===== src/rtl/frame_reflector_pkg.sv =====
// frame_reflector_pkg: shared frame offsets, beat struct, FSM states and checksum helper
package frame_reflector_pkg;
  localparam logic [15:0] ETHERTYPE_IPV4 = 16'h0800;
  localparam logic [7:0]  IP_VER_IHL     = 8'h45;
  localparam int ETH_DST_OFF  = 0;
  localparam int ETH_SRC_OFF  = 6;
  localparam int ETH_TYPE_OFF = 12;
  localparam int IP_VER_OFF   = 14;
  localparam int IP_TTL_OFF   = 22;
  localparam int IP_CSUM_OFF  = 24;
  localparam int IP_SRC_OFF   = 26;
  localparam int IP_DST_OFF   = 30;
  typedef struct packed {
    logic [511:0] data;
    logic [63:0]  keep;
    logic [63:0]  user;
    logic         last;
  } axis_beat_t;
  typedef enum logic [1:0] {FIRST, PASS, DROP} state_t;
  // One's-complement +0x0100 for a TTL decrement; 0xFFFF is kept as-is.
  function automatic logic [15:0] csum_ttl_dec(input logic [15:0] c);
    logic [16:0] s;
    s = {1'b0, c} + 17'h00100;
    return (c == 16'hFFFF) ? c : s[15:0] + {15'd0, s[16]};
  endfunction
endpackage


===== src/rtl/frame_reflector_skid.sv =====
// axis_skid_buffer: output register plus skid register, full throughput, 1-cycle latency
module axis_skid_buffer #(
  parameter int W = 8
) (
  input  logic         clk,
  input  logic         rst_n,
  input  logic         i_valid,
  output logic         o_ready,
  input  logic [W-1:0] i_data,
  output logic         o_valid,
  input  logic         i_ready,
  output logic [W-1:0] o_data
);
  logic         r_skid_valid;
  logic [W-1:0] r_skid;
  logic         w_in_fire;
  logic         w_load;
  logic         w_skid_next;
  assign w_in_fire   = i_valid && o_ready;
  assign w_load      = !o_valid || i_ready;
  assign w_skid_next = !w_load && (r_skid_valid || w_in_fire);
  always_ff @(posedge clk or negedge rst_n) begin
    if (!rst_n) begin
      o_ready      <= 1'b0;
      o_valid      <= 1'b0;
      o_data       <= '0;
      r_skid_valid <= 1'b0;
      r_skid       <= '0;
    end else begin
      o_ready      <= !w_skid_next;
      r_skid_valid <= w_skid_next;
      if (w_load) begin
        o_valid <= r_skid_valid || w_in_fire;
        if (r_skid_valid) o_data <= r_skid;
        else if (w_in_fire) o_data <= i_data;
      end else if (w_in_fire) begin
        r_skid <= i_data;
      end
    end
  end
endmodule


===== src/rtl/frame_reflector.sv =====
// frame_reflector: swaps MAC/IP, decrements TTL, patches checksum, drops unreflectable frames.
// FRAME_REFLECTOR_STATS_EN adds byte_count and ttl_drop_count outputs.
module frame_reflector
  import frame_reflector_pkg::*;
#(
  parameter logic [2:0] OUT_ID  = 3'd0,
  parameter logic [7:0] MIN_TTL = 8'd2
) (
  input  logic         clk,
  input  logic         rst_n,
  input  logic         enable,
  input  logic         axis_s_valid,
  output logic         axis_s_ready,
  input  logic [511:0] axis_s_data,
  input  logic [63:0]  axis_s_keep,
  input  logic [63:0]  axis_s_user,
  input  logic [2:0]   axis_s_id,
  input  logic         axis_s_last,
  output logic         axis_m_valid,
  input  logic         axis_m_ready,
  output logic [511:0] axis_m_data,
  output logic [63:0]  axis_m_keep,
  output logic [63:0]  axis_m_user,
  output logic [2:0]   axis_m_id,
  output logic         axis_m_last,
  output logic [31:0]  reflected_count,
  output logic [31:0]  dropped_count
`ifdef FRAME_REFLECTOR_STATS_EN
  ,
  output logic [47:0]  byte_count,
  output logic [31:0]  ttl_drop_count
`endif
);
  state_t     r_state, w_next;
  axis_beat_t w_in, w_out;
  logic       w_s_fire, w_hdr_ok, w_ttl_ok, w_ok, w_fwd, w_skid_ready, w_first;
  logic [7:0]  w_ttl;
  logic [15:0] w_csum;
  logic [31:0] r_reflected, r_dropped;
  assign w_ttl    = axis_s_data[8*IP_TTL_OFF +: 8];
  assign w_csum   = {axis_s_data[8*IP_CSUM_OFF +: 8], axis_s_data[8*(IP_CSUM_OFF+1) +: 8]};
  assign w_hdr_ok = (&axis_s_keep[33:0])
                 && {axis_s_data[8*ETH_TYPE_OFF +: 8], axis_s_data[8*(ETH_TYPE_OFF+1) +: 8]} == ETHERTYPE_IPV4
                 && axis_s_data[8*IP_VER_OFF +: 8] == IP_VER_IHL;
  assign w_ttl_ok = w_ttl >= MIN_TTL;
  assign w_ok     = enable && w_hdr_ok && w_ttl_ok;
  assign w_first  = r_state == FIRST;
  assign w_fwd    = r_state == PASS || (w_first && w_ok);
  // DROP swallows beats regardless of downstream backpressure.
  assign axis_s_ready = w_skid_ready || r_state == DROP;
  assign w_s_fire     = axis_s_valid && axis_s_ready;
  always_comb begin
    w_in = {axis_s_data, axis_s_keep, axis_s_user, axis_s_last};
    if (w_first) begin
      w_in.data[8*ETH_DST_OFF +: 48] = axis_s_data[8*ETH_SRC_OFF +: 48];
      w_in.data[8*ETH_SRC_OFF +: 48] = axis_s_data[8*ETH_DST_OFF +: 48];
      w_in.data[8*IP_SRC_OFF +: 32]  = axis_s_data[8*IP_DST_OFF +: 32];
      w_in.data[8*IP_DST_OFF +: 32]  = axis_s_data[8*IP_SRC_OFF +: 32];
      w_in.data[8*IP_TTL_OFF +: 8]   = w_ttl - 8'd1;
      {w_in.data[8*IP_CSUM_OFF +: 8], w_in.data[8*(IP_CSUM_OFF+1) +: 8]} = csum_ttl_dec(w_csum);
    end
  end
  axis_skid_buffer #(.W($bits(axis_beat_t))) u_skid (
    .clk     (clk),
    .rst_n   (rst_n),
    .i_valid (axis_s_valid && w_fwd),
    .o_ready (w_skid_ready),
    .i_data  (w_in),
    .o_valid (axis_m_valid),
    .i_ready (axis_m_ready),
    .o_data  (w_out)
  );
  assign axis_m_data = w_out.data;
  assign axis_m_keep = w_out.keep;
  assign axis_m_user = w_out.user;
  assign axis_m_last = w_out.last;
  assign axis_m_id   = OUT_ID;
  always_ff @(posedge clk or negedge rst_n) begin
    if (!rst_n) r_state <= FIRST;
    else r_state <= w_next;
  end
  always_comb begin
    w_next = r_state;
    if (w_s_fire) w_next = axis_s_last ? FIRST : w_first ? (w_ok ? PASS : DROP) : r_state;
  end
  always_ff @(posedge clk or negedge rst_n) begin
    if (!rst_n) begin
      r_reflected <= '0;
      r_dropped   <= '0;
    end else if (w_s_fire && w_first) begin
      if (w_ok) r_reflected <= r_reflected + 32'd1;
      else r_dropped <= r_dropped + 32'd1;
    end
  end
  assign reflected_count = r_reflected;
  assign dropped_count   = r_dropped;
`ifdef FRAME_REFLECTOR_STATS_EN
  logic [47:0] r_bytes;
  logic [31:0] r_ttl_drops;
  always_ff @(posedge clk or negedge rst_n) begin
    if (!rst_n) begin
      r_bytes     <= '0;
      r_ttl_drops <= '0;
    end else begin
      if (axis_m_valid && axis_m_ready) r_bytes <= r_bytes + 48'($countones(axis_m_keep));
      if (w_s_fire && w_first && enable && w_hdr_ok && !w_ttl_ok) r_ttl_drops <= r_ttl_drops + 32'd1;
    end
  end
  assign byte_count     = r_bytes;
  assign ttl_drop_count = r_ttl_drops;
`endif
  logic w_unused;
  assign w_unused = ^axis_s_id;
endmodule


===== config.mk =====
export PLATFORM = sky130hd
export DESIGN_NAME = frame_reflector
export DESIGN_NICKNAME = d
export VERILOG_FILES = /design/src/rtl/frame_reflector_pkg.sv /design/src/rtl/frame_reflector_skid.sv /design/src/rtl/frame_reflector.sv
export SDC_FILE = /design/constraint.sdc
export NUM_CORES = 2
export LEC_CHECK = 0
export CAP_MARGIN = 40
export CORE_AREA = 2 2 537 539
export CTS_CLUSTER_SIZE = 16
export DETAILED_ROUTE_END_ITERATION = 10
export DIE_AREA = 0 0 539 541
export HOLD_SLACK_MARGIN = 0.08
export PLACE_DENSITY_LB_ADDON = 0.3
export SYNTH_ARGS = -nofsm -noshare
export SYNTH_HDL_FRONTEND = slang
export SYNTH_SLANG_ARGS = --single-unit

===== constraint.sdc =====
create_clock -name clk -period 4.1 [get_ports clk]
set_input_delay 0.82 -clock clk [delete_from_list [all_inputs] [get_ports clk]]
set_output_delay 0.82 -clock clk [all_outputs]
set_load 0.03 [all_outputs]

==> impl_metrics.tcl <==
set metrics [dict create \
    wirelength_um 229500 \
    syn_area_um2 58510 \
    clk_pin_slew_worst_paths_ns 0.06 \
    portBuffers 1352 \
    initial_core_util_pct 20.43 \
    timing.final.crit_share_pct 85.61 \
    p_leak_nw 36.13 \
    tightest_slew_ns 0.8922 \
    hold_depth 2 \
    synth_top_area_share_pct 57.78 \
    start_kind "input port" \
    layout.nets 6776 \
    ys_types 51 \
    cts_sinks 1351 \
    cts.path.max_buffers 4 \
    cts_buffers 164 \
    post-route-min-period_ns 3.510 \
    grt_use_total_pct 15.23 \
    gp_congestion 0.8811 \
    synth-edff-count 0 \
    rsz0062_at_grt "false" \
    drc_errors 0 \
    antenna_found_initial 83 \
    status "completed" \
    crit_type "in2reg" \
    synth-compound-area-share_pct 5.821 \
    cts_tree "yes" \
    crit_end "u_skid.r_skid[312]" \
    cp-end-kind "flop" \
    synth.top_cells.by_area "dfrtp_1, mux2i_1, mux2_1" \
    dieArea_um2 291600 \
    maxCapViolations 0 \
    maxClockFrequency_ghz 0.2849 \
    antenna_left 0 \
    avgRoutedWirePerCell_um 22.85 \
    pre_cts_ws_ns -0.2444 \
    root_buffer "clkbuf_16" \
    grt_pass1_vias 43580 \
    finalPower_mw 30.66 \
    yosysTopAreaCell "dfrtp_1" \
    reg2reg_to "u_skid.o_data[261]" \
    avgSynthCellArea_um2 12.35 \
    die_h_um 541 \
    grt_pass1_wl_um 326800 \
    rows 197 \
    fin_ws_ns 0.5900 \
    synth_top_family_by_area "multiplexers" \
    viasPerCell 4.208 \
    drv_slew 0 \
    ff2ff_setup_slack_ns 1.45 \
    via_count 42270 \
    r2r_cells 5 \
    clk_latency_ns 0.80 \
    num_io_pins 1359 \
    synth_xor_area_share_pct 1.212 \
    hold_violations 0 \
    async_reset_ff_share_pct 100.0 \
    htreeDepth 4 \
    area_growth_pct 41.46 \
    yosys.area_share.adder_pct 0.1711 \
    finalClockSkew_ns 0.03643 \
    required_ns 4.76 \
    min_path_type "reg2reg" \
    ys_ff_latch 1351 \
    ys_warn_count 0 \
    synthFlopType "dfrtp_1" \
    setup_violations 0 \
    synth-seq-area-share_pct 57.78 \
    r2r-start "u_skid.r_skid_valid" \
    dp_hpwl_um 174600 \
    tns_ns 0 \
    drt_iter0_drc 2164 \
    critPathLaunch "axis_s_data[99]" \
    firstDrtPassIters 5 \
    synthMuxAreaShare_pct 26.39 \
    synth-simple-area-share_pct 6.107 \
    core-area_um2 286400 \
    arrival_ns 4.17 \
    netlist_instances 4738 \
    cp_max_fo 42 \
    grt_overflow 0 \
    ir_drop_v 0.0003222 \
    slew_headroom_pct 40.52 \
    die_x_um 539 \
    power.density_nw_per_um2 370.4 \
    drive_gt1_share_pct 12.26 \
    grt_start_max_net_pins 102 \
]
cells in the final DEF, fill, tap and decap left out, types with 166 or more instances in the layout:
cell,netlist,routed
mux2_1,477,477
clkdlybuf4s50_1,0,1351
clkbuf_16,0,166
o21ai_0,464,464
nor2_1,203,202
dfrtp_1,1351,1350
nand2_1,505,505
a21oi_1,186,186
mux2i_1,639,639
mux2_2,326,326
worst min-delay path by stage:
stage                                  start                 end
after floorplan           u_skid.r_skid[119]  u_skid.r_skid[119]
after global placement     dropped_count[31]   dropped_count[31]
after detailed placement    u_skid.o_data[0]    u_skid.o_data[0]
after CTS                  dropped_count[31]   dropped_count[31]
after global routing      u_skid.o_data[268]  u_skid.o_data[268]
final                     u_skid.o_data[600]  u_skid.o_data[600]
cells in the mapped netlist (40+ instances only):
cell type and count:
nor2_1 203, mux2i_1 639, a21oi_1 186, dfrtp_1 1351, o21ai_0 464, mux2_2 326, clkbuf_1 212, nand3_1 40
nand2_1 505, buf_2 66, mux2_1 477, xnor2_1 42
timing repair:
| item | in CTS | in global routing |
|---|---|---|
| hold buffers | 1 | 0 |
| buffers inserted | 0 | 0 |
| endpoints found under the hold margin | 64 | 0 |
| gates resized for setup | 0 | 0 |
layout make-up:
class,count,area [um^2]
clock inverters,48,580.6
clock buffers,240,4782
multi-input cells,3058,23270
flip-flops and latches,1351,33810
fillers,29350,203600
repair buffers,1529,15480
well taps,3781,4731
diodes,23,57.56
inverters,15,56.30
routing by layer:
metal  GRT usage [%]  part of all wire [%]  vias up
li1                -                     -    19370
met2           24.89                    47     1339
met3           6.596                   9.6      382
met5               0                  0.22        -
met4           4.597                   3.2       78
met1           17.96                    40    21090
flip-flops by register name (all words and copies together) (netlist names):
signal               count
dropped_count           32
u_skid.o_ready           1
u_skid.r_skid_valid      1
u_skid.o_data          641
reflected_count         32
u_skid.r_skid          641
r_state                  2
u_skid.o_valid           1
through the flow:
| step | utilization, % | hold slack (ns) | area (um^2) | std cells |
|---|---|---|---|---|
| global placement | 26.98 | 0.4599 | 77280 | 9730 |
| finish | 28.90 | 0.4758 | 82770 | 10050 |
| floorplan | - | 0.4640 | 58520 | 4740 |
| CTS | 28.88 | 0.4807 | 82710 | 10020 |
| detailed placement | 27.00 | 0.4685 | 77340 | 9733 |
| global route | 28.88 | 0.4891 | 82720 | 10030 |
power by group:
group	total (mW)	internal, mW	switching (mW)
combinational	2.53	1.19	1.34
clock	14.7	8.62	6.09
sequential	13.4	13.4	0.0516
worst max-delay path: stages:
cell and delay [ns]:
clkdlybuf4s50_1 0.57, nor4b_1 0.47, buf_4 0.20, nand4_1 0.10, or4_1 0.44, buf_4 0.22
nor3_2 0.23, o21bai_4 0.16, buf_12 0.18, buf_12 0.25, mux2_1 0.36
cells by family after synthesis:
logic type	count (synthesis)
muxes	1442
adders and majority gates	8
and+or+nand+nor	857
AOI/OAI and AO/OA	667
buffers and inverters	331
xor gates and xnor gates	81
other	1
DFF	1351
Note: power is estimated with default switching activity, not from simulation.
